$ cat config.mk
export PLATFORM = sky130hd
export DESIGN_NAME = mb_rtu_frame_timer
export DESIGN_NICKNAME = d
export VERILOG_FILES = /design/src/rtl/mb_rtu_frame_timer.sv
export SDC_FILE = /design/constraint.sdc
export NUM_CORES = 1
export LEC_CHECK = 0
export BUFFER_PORTS_ARGS = -buffer_cell sky130_fd_sc_hd__buf_2
export CAP_MARGIN = 20
export CORE_MARGIN = 8
export CORE_UTILIZATION = 48
export CTS_CLUSTER_SIZE = 20
export DETAILED_ROUTE_END_ITERATION = 10
export PLACE_DENSITY_LB_ADDON = 0.12
export SLEW_MARGIN = 20
export SYNTH_ARGS = -nofsm -noshare
export SYNTH_HDL_FRONTEND = slang
export SYNTH_SLANG_ARGS = --single-unit
$ cat constraint.sdc
create_clock -name clk -period 3.2 [get_ports clk]
set_input_delay 0.16 -clock clk [delete_from_list [all_inputs] [get_ports clk]]
set_output_delay 0.16 -clock clk [all_outputs]
set_load 0.01 [all_outputs]
$ cat src/rtl/mb_rtu_frame_timer.sv
// ---------------------------------------------------------------------------
// mb_rtu_frame_timer
//   Modbus RTU frame delimiter. Watches the UART receiver's byte strobe and
//   busy flag, times inter-character silence and decides where frames begin
//   and end. A silence of 1.5 characters inside a frame marks the frame as
//   broken if more bytes follow; a silence of 3.5 characters closes it.
//
// Ports
//   clk, rst_n    clock (rising edge), asynchronous active-low reset
//   rx_done       1-cycle strobe: a byte was received
//   rx_state      high while a character is on the wire
//   rx_new_frame  1-cycle pulse on the first byte of a frame
//   frame_end     1-cycle pulse when 3.5-char silence closes a frame
//   frame_err     frame invalid flag, qualified by frame_end
//   frame_len     byte count of the last closed frame (held)
//   byte_cnt      running byte count of the current frame
//   bus_idle      high while waiting for a new frame
// ---------------------------------------------------------------------------
module mb_rtu_frame_timer #(
    parameter int CLK_FREQ  = 50000000,
    parameter int BAUD_RATE = 115200,
    parameter int CHAR_BITS = 11,
    parameter int MAX_BYTES = 256,
    parameter int T15_OVR   = 0,
    parameter int T35_OVR   = 0
) (
    input  logic       clk,
    input  logic       rst_n,
    input  logic       rx_done,
    input  logic       rx_state,
    output logic       rx_new_frame,
    output logic       frame_end,
    output logic       frame_err,
    output logic [8:0] frame_len,
    output logic [8:0] byte_cnt,
    output logic       bus_idle
);

    // Above 19200 baud Modbus fixes the gaps at 750 us / 1750 us; below it
    // they scale with the character time. 64-bit math: CLK_FREQ*1750 does
    // not fit in 32 bits.
    localparam longint CLK_L    = longint'(CLK_FREQ);
    localparam longint BIT_CLKS = CLK_L / longint'(BAUD_RATE);
    localparam longint CHAR_L   = longint'(CHAR_BITS);
    localparam longint T15_CALC = (BAUD_RATE > 19200) ? (CLK_L * 64'd750) / 64'd1000000
                                                      : (BIT_CLKS * CHAR_L * 64'd3) / 64'd2;
    localparam longint T35_CALC = (BAUD_RATE > 19200) ? (CLK_L * 64'd1750) / 64'd1000000
                                                      : (BIT_CLKS * CHAR_L * 64'd7) / 64'd2;
    localparam int T15 = (T15_OVR != 0) ? T15_OVR : int'(T15_CALC);
    localparam int T35 = (T35_OVR != 0) ? T35_OVR : int'(T35_CALC);
    localparam int CW  = $clog2(T35 + 1);

    localparam logic [CW-1:0] T15_C = CW'(T15);
    localparam logic [CW-1:0] T35_C = CW'(T35);
    localparam logic [8:0]    MAX_C = 9'(MAX_BYTES);

    typedef enum logic [1:0] {INIT, IDLE, RECV, GAP} state_t;

    state_t        state, state_n;
    logic [CW-1:0] sil, sil_n;
    logic          err, err_n;
    logic [8:0]    cnt_n, flen_n;
    logic          nf_n, fe_n, ferr_n;
    logic          hit15, hit35;

    // Silence counter; thresholds are judged on the value it takes at this
    // edge, so a byte arriving in the same cycle (counter cleared) always
    // wins over a timeout. T15 < T35 guarantees RECV passes through GAP.
    always_comb begin
        if (rx_done || rx_state) sil_n = '0;
        else if (sil == T35_C)   sil_n = sil;
        else                     sil_n = sil + 1'b1;
    end

    assign hit15 = !rx_done && (sil_n == T15_C);
    assign hit35 = !rx_done && (sil_n == T35_C);

    always_comb begin
        state_n = state;
        cnt_n   = byte_cnt;
        err_n   = err;
        nf_n    = 1'b0;
        fe_n    = 1'b0;
        ferr_n  = frame_err;
        flen_n  = frame_len;
        case (state)
            INIT: if (hit35) state_n = IDLE;   // bytes ignored until bus is quiet
            IDLE: if (rx_done) begin
                state_n = RECV;
                cnt_n   = 9'd1;
                err_n   = 1'b0;
                nf_n    = 1'b1;
            end
            RECV: begin
                if (rx_done) begin
                    if (byte_cnt == MAX_C) err_n = 1'b1;
                    else                   cnt_n = byte_cnt + 9'd1;
                end else if (hit15) begin
                    state_n = GAP;
                end
            end
            GAP: begin
                if (rx_done) begin
                    // a byte after a 1.5-char gap breaks the frame
                    state_n = RECV;
                    err_n   = 1'b1;
                    if (byte_cnt != MAX_C) cnt_n = byte_cnt + 9'd1;
                end else if (hit35) begin
                    state_n = IDLE;
                    fe_n    = 1'b1;
                    flen_n  = byte_cnt;
                    ferr_n  = err;
                end
            end
            default: state_n = INIT;
        endcase
    end

    always_ff @(posedge clk or negedge rst_n) begin
        if (!rst_n) begin
            state        <= INIT;
            sil          <= '0;
            err          <= 1'b0;
            byte_cnt     <= '0;
            rx_new_frame <= 1'b0;
            frame_end    <= 1'b0;
            frame_err    <= 1'b0;
            frame_len    <= '0;
            bus_idle     <= 1'b0;
        end else begin
            state        <= state_n;
            sil          <= sil_n;
            err          <= err_n;
            byte_cnt     <= cnt_n;
            rx_new_frame <= nf_n;
            frame_end    <= fe_n;
            frame_err    <= ferr_n;
            frame_len    <= flen_n;
            bus_idle     <= (state_n == IDLE);
        end
    end

endmodule

### Word-level counts from Yosys, hierarchy flattened

Index checks and enable logic that the tools add are counted.

* $add $sub $neg: 2
* equality and inequality tests: 15
* mux-type cells: 24
* bitwise logic cells: 1
* reduce and logical (&&, ||, !) cells: 9

Operator list (number)
* 9-bit two-way mux: 5
* 17-bit equality test (second input constant): 2
* 17-bit two-way mux: 2
* 9-bit case mux with 3 select lines: 1
* 17-bit by 1-bit adder with 17-bit output (second input constant): 1
* 17-bit by 16-bit equality test with 1-bit output (second input constant): 1
* 2-bit inequality test (second input constant): 6
* 2-bit two-way mux: 5
* 9-bit by 1-bit adder with 9-bit output (second input constant): 1
* 9-bit equality test (second input constant): 1
* 1-bit two-way mux: 9
* 9-bit inequality test (second input constant): 1
* 2-bit case mux with 4 select lines: 1
* 6-bit AND reduction: 1
* 5-bit AND reduction: 1
* 2-bit by 1-bit equality test with 1-bit output (second input constant): 2
* 2-bit equality test (second input constant): 2
* 1-bit case mux with 3 select lines: 1
* 3-bit AND reduction: 1
* 3-bit nonzero test: 1
* 1-bit logical AND: 2
* 2-bit logical NOT: 1
* 1-bit logical NOT: 1
* 1-bit logical OR: 1
* 1-bit inverter: 1

* flip-flop bits (word level): 42
* word-level logic and storage cells: 60

### Longest topological paths before layout

Gate-level depths: netlist (run 1).

* word-level depth: 9
* mapped depth: 9

### Worst setup path before layout (run 1)

OpenSTA, ideal clock, no wires.

* kind: register to register
* start: register sil[1]
* end: register frame_err
* setup time: 0.125 ns
* data arrival time: 2.608 ns
* data required time: 3.075 ns
* path slack: 0.467 ns
* stages on the path, launching flop included: 9
* path through: dfrtp_1 ha_1 nand3_2 or3_1 nor4_1 o2111ai_1 and4b_4 buf_12 mux2_4

* longest elaborated chain between the ends: 6

Ends and longest elaborated chain
* start: declaration: RTL line 60 `logic [CW-1:0] sil, sil_n;`
* start signal: assignment: RTL line 132 `sil <= sil_n;`
* 17-bit by 1-bit adder with 17-bit output or 17-bit equality test (tied branches): RTL line 72, 71
* 17-bit two-way mux (*): RTL line 71 `else if (sil == T35_C) sil_n = sil;`
* 17-bit two-way mux (*): RTL line 70 `if (rx_done || rx_state) sil_n = '0;`
* 17-bit equality test (*): RTL line 76 `assign hit35 = !rx_done && (sil_n == T35_C);`
* 1-bit logical AND (*): RTL line 76
* 3-bit AND reduction (no line) (*)
* end signal: assignment: RTL line 137 `frame_err <= ferr_n;`
* end: declaration: RTL line 33 `output logic frame_err,`

Every way passes the cells marked *; elsewhere a longest branch is shown, timed or not.
A chain may end at the register's enable or synchronous reset.

### Final worst setup path (run 1)

* start: register sil[1]
* end: register frame_len[8]

* longest elaborated chain between the ends: 6

Ends and longest elaborated chain
* 17-bit by 1-bit adder with 17-bit output or 17-bit equality test (tied branches): RTL line 72, 71
* 17-bit two-way mux (*): RTL line 71
* 17-bit two-way mux (*): RTL line 70
* 17-bit equality test (*): RTL line 76
* 1-bit logical AND (*): RTL line 76
* 3-bit AND reduction (no line) (*)
* end signal: assignment: RTL line 138 `frame_len <= flen_n;`
* end: declaration: RTL line 34 `output logic [8:0] frame_len,`

Marks and branches as above.

==> flow_summary.ini, run 1 <==
[worst_setup_path]
slowest_delay_ps = 530
critPathKind = reg -> reg
crit_path_end_kind = flop
cp-startpoint = sil[1]
path_max_fanout = 11
critPathSlowestCell = and4b_4
start_kind = flop
critical_path_buf_inv_count = 0
cp.required_ps = 3380
path_delay_family = simple AND/OR/NAND/NOR gates
r2r_start = sil[1]
cp_cell_sequence = ha_1 > nand3_2 > or3_1 > nor4_1 > o2111ai_1 > and4b_4 > mux2_2
critPathArrivalTime_ps = 3190

[sta]
setup_viol = 0
drv_slew = 0
fin_skew_ps = 9.93
fmax_mhz = 331
grt_setup_unrepaired = no
holdWs_ps = -17.2
hold_viol = 10
fin_ws_ps = 182
tns_ps = 0
slew_headroom = 0.391
period_share = 0.943
worst-slew-pin-transition_ps = 914
min_period_ps = 3020

[clock_tree]
cts.sinks = 42
cts_setup_buffers = 0
htree_num_levels = 2
hold_buffers = 0
cts_tree = built
clk_latency_ps = 290
cts.path.max_buffers = 2
clkTransAtPathRegs_ps = 80
cts_buffers = 5
cts_resized = 0
root_buffer = clkbuf_8

[floorplanning]
die-area_sq_um = 7520
initial_core_util = 0.502
fp.dieH_um = 86.7
dieWidth_um = 86.7
io_pins = 26
placementRows = 25
core_area_sq_um = 4790

[layout]
area_growth_pct = 11.3
fin_nets = 267
layout-drive-gt1-share = 0.212
diodes = 0

[yosys]
synth_top_family_by_area = simple AND/OR/NAND/NOR gates
synth.top_cell.area_share = 0.438
ys_types = 56
ys_ff_latch = 42
syn-num-nets = 241
synth_fa_ha_area_frac = 0.0208
synth_xor_area_frac = 0.0584
ys.flop_type = dfrtp_1
postSynthAreaPerCell_sq_um = 10.3
synth-simple-area-share = 0.259
ys_warn_count = 0
synth_compound_area_frac = 0.0902
synth-async-reset-ratio = 1.00
syn_inst = 233
synth_edf_count = 0
netlist_area_sq_um = 2400
synth.area.top_cells = dfrtp_1 44%, mux2_4 5.6%, nor2_1 4.7%
synth_top_cell_by_area = dfrtp_1
muxShareOfSynthArea = 0.0776
ys_seq_area_frac = 0.438

[place]
pre_cts_slack_ps = 248
io_buffers = 25
hpwl_um = 3940
place.gp.congestion = 0.931

[run_status]
status = complete, but fails checks
violations = negative hold slack

[power]
irDropWorstVdd_v = 0.000204
power.leakage_uw = 0.00121
finalPower_uw = 973
power_density_nw_per_um2 = 364

[drt]
viasPerCell = 5.72
wl_per_cell_um = 16.3
drt_iter0_drc = 74
drtPass1Iterations = 4
ant_nets = 0
routed_wl_um = 5320
route.detailed.drc = 0
num_vias = 1871

[grt]
antenna_found_initial = 0
grt_max_degree = 43
grt_pass1_vias = 1846
grt_pass1_wl_um = 9070
grt_use_total = 0.152
grt_overflow = 0

[run]
cap_violations = 0

[hold_path]
hold_path_class = in -> async
## metrics by stage
stage,utilization,instances,instance area (sq um)
floorplan,-,233,2400
global placement,0.536,319,2560
detailed placement,0.536,319,2560
CTS,0.558,327,2670
global route,0.558,327,2670
finish,0.558,327,2670
## registers in the layout, indices dropped and copies added (netlist names)
| register | count |
|---|---|
| sil | 17 |
| bus_idle | 1 |
| frame_err | 1 |
| rx_new_frame | 1 |
| byte_cnt | 9 |
| frame_len | 9 |
| frame_end | 1 |
| state | 2 |
| err | 1 |
## layer usage
layer	global-route usage	vias to the layer above	share of wire
li1	-	892	-
met1	0.194	932	0.45
met2	0.251	42	0.50
met3	0.0331	5	0.035
met4	0.0438	0	0.0083
met5	0	-	0
## worst reg2reg max path, cell delays in order (launching register included)
cell       delay [ps]
dfrtp_1           460
ha_1              290
nand3_2           100
or3_1             440
nor4_1            490
o2111ai_1         230
and4b_4           530
mux2_2            360
## synth_stat cells, types with 3 or more instances
cell type / instances
a21oi_1: 5
clkbuf_1: 5
clkbuf_2: 3
dfrtp_1: 42
ha_1: 4
inv_1: 10
mux2_4: 9
mux2i_1: 4
nand2_1: 16
nand3_1: 8
nand4_1: 8
nand4b_1: 4
nor2_1: 30
nor3_1: 8
nor4_1: 6
o211ai_1: 3
o21a_1: 3
or3_1: 3
or4_1: 4
xnor2_1: 9
xor2_1: 7
## area by class of cell
type | instances | area (sq um)
Multi-Input combinational cell | 168 | 1210
Tap cell | 67 | 83.8
Clock inverter | 1 | 30.0
Clock buffer | 7 | 76.3
Inverter | 10 | 37.5
Fill cell | 444 | 2110
Timing Repair Buffer | 32 | 178
Sequential cell | 42 | 1050
## cells in the final DEF, fill, tap and decap left out, types with 2 or more instances in the layout
master,count
nor3_1,8
a21oi_1,5
ha_1,4
clkbuf_8,5
mux2_4,9
o31ai_1,2
a41oi_1,2
or4_1,4
and2_1,2
nor4_1,6
dfrtp_1,42
o21ai_0,2
nand4_1,8
nor4_4,2
a211oi_1,2
buf_2,25
o21a_1,3
or3_1,3
o211ai_1,3
mux2i_1,4
buf_4,7
clkbuf_1,2
nand4b_1,4
xor2_1,7
nand2_1,16
inv_1,10
xnor2_1,9
nand3_1,8
nor2_1,30
## cells by family (layout without fill, tap and decap cells)
family,after synthesis,in the layout
xor+xnor,16,16
buf+inv,23,50
fa+ha+maj,4,4
compound gates,29,29
mux,14,14
flops,42,42
simple gates,105,105
## worst paths after layout
kind,to,slack [ps],depth (start not counted)
worst max-delay path,frame_len[8],180,7
worst min-delay path,sil[2],-20,1
worst max register to register,frame_len[8],180,7
worst min register to register,err,500,2
max in group asynchronous,err,2630,1
min in group clk,state[1],220,2
## power breakdown
group          switching, uW  internal, uW  total [uW]
Combinational           21.6          6.95        28.5
Clock                    177           234         411
Sequential              2.04           531         533
Total                    201           772         973
Power figures use the tool's default switching activity.
==> run 2, diff against run 1 <==
- CORE_ASPECT_RATIO: unset -> 0.5
- MAX_ROUTING_LAYER: unset -> met4
- SLEW_MARGIN: 20 -> unset
==> run 2 against run 1 <==
Net effect: the run still ends with negative hold slack left; setup slack better by 28 ps; combinational power up 2%; critical path depth unchanged; die area up 1.8%; sequential power about the same; first-iteration DRC count up 16%; critical path type unchanged; critical endpoint unchanged; largest cell class unchanged; largest power group unchanged; highest routed layer unchanged.
==> flow_summary.ini, run 2 (synthesis results as in run 1) <==
[run_status]
status = complete, but fails checks
violations = negative hold slack

[layout]
fin_nets = 267
final_cell_mix = 42 x dfrtp_1, 30 x nor2_1, 25 x buf_2
diodes = 0
area_growth_pct = 11.6
regMostFlops = sil
layout-drive-gt1-share = 0.215
largest_reg_flops = 17
fin_cells = 330
final_common_cell = dfrtp_1
reg.largest.list = sil: 17 flops, byte_cnt: 9 flops, frame_len: 9 flops

[sta]
fmax_mhz = 334
worst-slew-pin-transition_ps = 925
setup_viol = 0
fin_ws_ps = 210
drv_slew = 0
min_period_ps = 2990
period_share = 0.934
tns_ps = 0
grt_setup_unrepaired = no
slew_headroom = 0.383
fin_skew_ps = 7.90
hold_viol = 16
holdWs_ps = -6.54

[worst_setup_path]
critical_path_buf_inv_count = 0
path_delay_family = simple AND/OR/NAND/NOR gates
r2r_slack_ps = 210
critPathSlowestCell = and4b_4
slowest_delay_ps = 540
cp.required_ps = 3390
start_kind = flop
path_max_fanout = 11
critPathArrivalTime_ps = 3180
critPathKind = reg -> reg
cp_cell_sequence = ha_1 > nand3_2 > or3_1 > nor4_1 > o2111ai_1 > and4b_4 > mux2_2
crit_path_end_kind = flop

[clock_tree]
cts.sinks = 42
root_buffer = clkbuf_8
cts_resized = 0
clkTransAtPathRegs_ps = 90
cts_buffers = 5
cts_setup_buffers = 0
htree_num_levels = 2
cts.path.max_buffers = 2
cts_tree = built
hold_buffers = 0
clk_latency_ps = 300

[place]
place.gp.congestion = 0.866
hpwl_um = 3700
pre_cts_slack_ps = 199
io_buffers = 25
dpl.cell_count = 322

[grt]
antenna_found_initial = 0
grt_overflow = 0
grt_pass1_wl_um = 8890
grt_max_degree = 43
grt_pass1_vias = 1834
grt_use_total = 0.152

[drt]
viasPerCell = 5.43
num_vias = 1791
highest_layer = met4
wl_met2_um = 2350
routed-wl-met3_um = 177
wl_met1_um = 2500
wl_per_cell_um = 15.4
drtPass1Iterations = 4
ant_nets = 0
routed_wl_um = 5090
drt_iter0_drc = 86
route.detailed.drc = 0

[floorplanning]
fp.dieH_um = 66.0
initial_core_util = 0.494
core_area_sq_um = 4860
placementRows = 18
dieWidth_um = 116
die-area_sq_um = 7660
io_pins = 26

[power]
finalPower_uw = 985
power.leakage_uw = 0.00121
power_density_nw_per_um2 = 368
irDropWorstVdd_v = 0.000217

[hold_path]
hold_path_class = in -> async

[run]
cap_violations = 0
==> run 2: cell types whose count changed in the layout (fill, tap and decap cells not counted) <==
cell	previous run	this run
clkinvlp_4	0	1
clkbuf_1	2	1
==> run 2: through the flow <==
step | util | area [sq um]
3_3_place_gp | 0.528 | 2570
5_1_grt | 0.551 | 2680
4_1_cts | 0.551 | 2680
2_1_floorplan | - | 2400
6_report | 0.551 | 2680
3_5_place_dp | 0.528 | 2570
==> run 2: per-layer routing <==
| metal | up-vias | track usage |
|---|---|---|
| met5 | - | - |
| met4 | 0 | 0.0608 |
| met3 | 5 | 0.0364 |
| met2 | 33 | 0.231 |
| met1 | 859 | 0.191 |
| li1 | 894 | - |
==> run 2: where the power goes <==
| part | switching (uW) | internal, uW | leakage (uW) | total, uW |
|---|---|---|---|---|
| Combinational | 22.0 | 7.01 | 0.000580 | 29.0 |
| Sequential | 2.32 | 531 | 0.000581 | 534 |
| Clock | 189 | 233 | 0.0000514 | 422 |
==> run 2: worst register-to-register path, stage by stage, from the launching register on <==
cell	delay [ps]
dfrtp_1	470
ha_1	280
nand3_2	100
or3_1	440
nor4_1	460
o2111ai_1	240
and4b_4	540
mux2_2	360
==> run 2: cell type report <==
| type | instances | area [sq um] |
|---|---|---|
| fillers | 460 | 2190 |
| multi-input cells | 168 | 1210 |
| flip-flops and latches | 42 | 1050 |
| repair buffers | 32 | 178 |
| well taps | 70 | 87.6 |
| clock buffers | 6 | 72.6 |
| clock inverters | 2 | 37.5 |
| inverters | 10 | 37.5 |
==> run 2: path summary, 6_finish.rpt <==
path | start | end | cells after the start
max | sil[1] | frame_len[8] | 7
min | rst_n | byte_cnt[0] | 1
max reg2reg | sil[1] | frame_len[8] | 7
min reg2reg | err | err | 2
max in group asynchronous | rst_n | sil[1] | 1
min in group clk | rx_done | state[1] | 2
==> run 3, diff against run 2 <==
- CORE_MARGIN: 8 -> 5
==> run 3 against run 2 <==
Net effect: the flow now finishes without violations; core utilization is 0.21 points higher; global-route usage is 3.0 points higher; worst hold slack better by 8.5 ps.
==> flow_summary.ini, run 3 (synthesis results as in run 1) <==
[power]
power_frac_comb = 0.034
power.share.clock = 0.382
sw_frac_of_total = 0.242
seq_power_share = 0.584
irDropWorstVdd_v = 0.000180
power_switching_uw = 221
power.internal_uw = 693
power.leakage_uw = 0.00123
power_density_nw_per_um2 = 338

[clock_tree]
htree_num_levels = 2
clkTransAtPathRegs_ps = 90
root_buffer = clkbuf_8
cts.path.max_buffers = 2
clk_latency_ps = 300
cts_tree = built
hold_buffers = 0
cts.sinks = 42
cts_buffers = 5

[place]
place.gp.congestion = 0.982
io_buffers = 25
dpl.cell_count = 324
hpwl_um = 3780

[worst_setup_path]
cp.required_ps = 3390
cp_cell_sequence = ha_1 > nand3_2 > or3_1 > nor4_1 > o2111ai_1 > and4b_4 > buf_12 > mux2_4
critPathArrivalTime_ps = 3180
start_kind = flop
critPathKind = reg -> reg
crit_path_end_kind = flop
path_max_fanout = 8
critPathSlowestCell = or3_1
slowest_delay_ps = 480

[grt]
antenna_found_initial = 0
grt_pass1_vias = 1798
grt_pass1_wl_um = 8890
grt_max_degree = 43
grt_overflow = 0
grt_use_total = 0.181

[floorplanning]
placementRows = 18
dieWidth_um = 110
io_pins = 26
die-area_sq_um = 6600
initial_core_util = 0.491
core_area_sq_um = 4890
fp.dieH_um = 60.0

[sta]
fmax_mhz = 335
grt_setup_unrepaired = no
period_share = 0.934
setup_viol = 0
min_period_ps = 2990
fin_skew_ps = 8.20
worst-slew-pin-transition_ps = 951
drv_slew = 0
tns_ps = 0
slew_headroom = 0.366
hold_viol = 0

[drt]
ant_nets = 0
drtPass1Iterations = 4
drt_iter0_drc = 88
num_vias = 1864
viasPerCell = 5.58
routed_wl_um = 5270
wl_per_cell_um = 15.8
route.detailed.drc = 0

[run]
cap_violations = 0

[layout]
area_growth_pct = 12.5
multi_input_area_sq_um = 1210
largest_reg_flops = 17
regMostFlops = sil
layout-drive-gt1-share = 0.231
final_cell_mix = 42 x dfrtp_1, 30 x nor2_1, 25 x buf_2
fillers = 444
fin_cells = 334
ff_latch_area_sq_um = 1050
reg.largest.list = sil: 17 flops, byte_cnt: 9 flops, frame_len: 9 flops
final_common_cell = dfrtp_1
fin_nets = 271
diodes = 0

[run_status]
status = complete, no violations

[hold_path]
hold_path_class = in -> async
-- run 3: changes by cell type in the layout (fill, tap and decap cells not counted), sizes merged --
cell	delta
buf	+4
clkinv	+2
bufinv	-1
clkbuf	-1
-- run 3: final timing paths --
| check | from | to | slack, ps | depth (start not counted) |
|---|---|---|---|---|
| max in group asynchronous | rst_n | sil[2] | 2600 | 1 |
| hold reg to reg | err | err | 510 | 2 |
| hold / removal | rst_n | byte_cnt[0] | 2 | 1 |
| setup / recovery | sil[1] | frame_len[1] | 210 | 8 |
| setup reg to reg | sil[1] | frame_len[1] | 210 | 8 |
| min in group clk | rx_done | state[1] | 200 | 2 |
-- run 3: worst max-delay path, delay by kind of cell (launching register included) --
family                   cells  cell delay (ps)
multiplexers                 1              290
adder cells (fa/ha/maj)      1              280
AO/OA/AOI/OAI                1              230
AND/OR/NAND/NOR              4             1490
flip-flops                   1              440
buffers and inverters        1              140
-- run 3: power by group through the flow --
stage | sequential [uW] | combinational [uW] | clock, uW
after detailed placement | 544 | 31.5 | 0
after CTS | 533 | 31.6 | 359
after global placement | 544 | 30.7 | 0
final | 533 | 30.7 | 349
after floorplan | 544 | 12.3 | 0
after global routing | 534 | 35.7 | 380
-- run 3: timing repair --
item / 4_1_cts / 5_1_grt
resized for setup: 0 / 0
endpoints found under the setup margin: 0 / 10
buffers inserted: 0 / 2
-- run 3: per-layer routing --
| metal | global-route usage | share of wire | vias to the layer above | wire length (um) |
|---|---|---|---|---|
| met2 | 0.275 | 0.46 | 51 | 2430 |
| met4 | 0.0551 | 0.011 | 0 | 59 |
| met5 | - | 0 | - | 0 |
| li1 | - | - | 905 | - |
| met3 | 0.0421 | 0.048 | 10 | 255 |
| met1 | 0.243 | 0.48 | 898 | 2520 |
-- run 3: stage by stage --
step           power [uW]  cell area (sq um)  setup slack [ps]  hold slack, ps   util
2_1_floorplan         556               2400               467            -136      -
3_3_place_gp          574               2580               283             335  0.529
3_5_place_dp          575               2580               183             353  0.529
4_1_cts               924               2670               174            26.6  0.547
5_1_grt               950               2700              5.11            86.3  0.553
6_report              913               2700               212            1.93  0.553
-- run 3: area by class of cell --
class	instances	share of cell area
well taps	70	0.0324
clock inverters	3	0.00787
multi-input cells	168	0.450
repair buffers	36	0.0815
flip-flops and latches	42	0.389
clock buffers	5	0.0255
inverters	10	0.0139
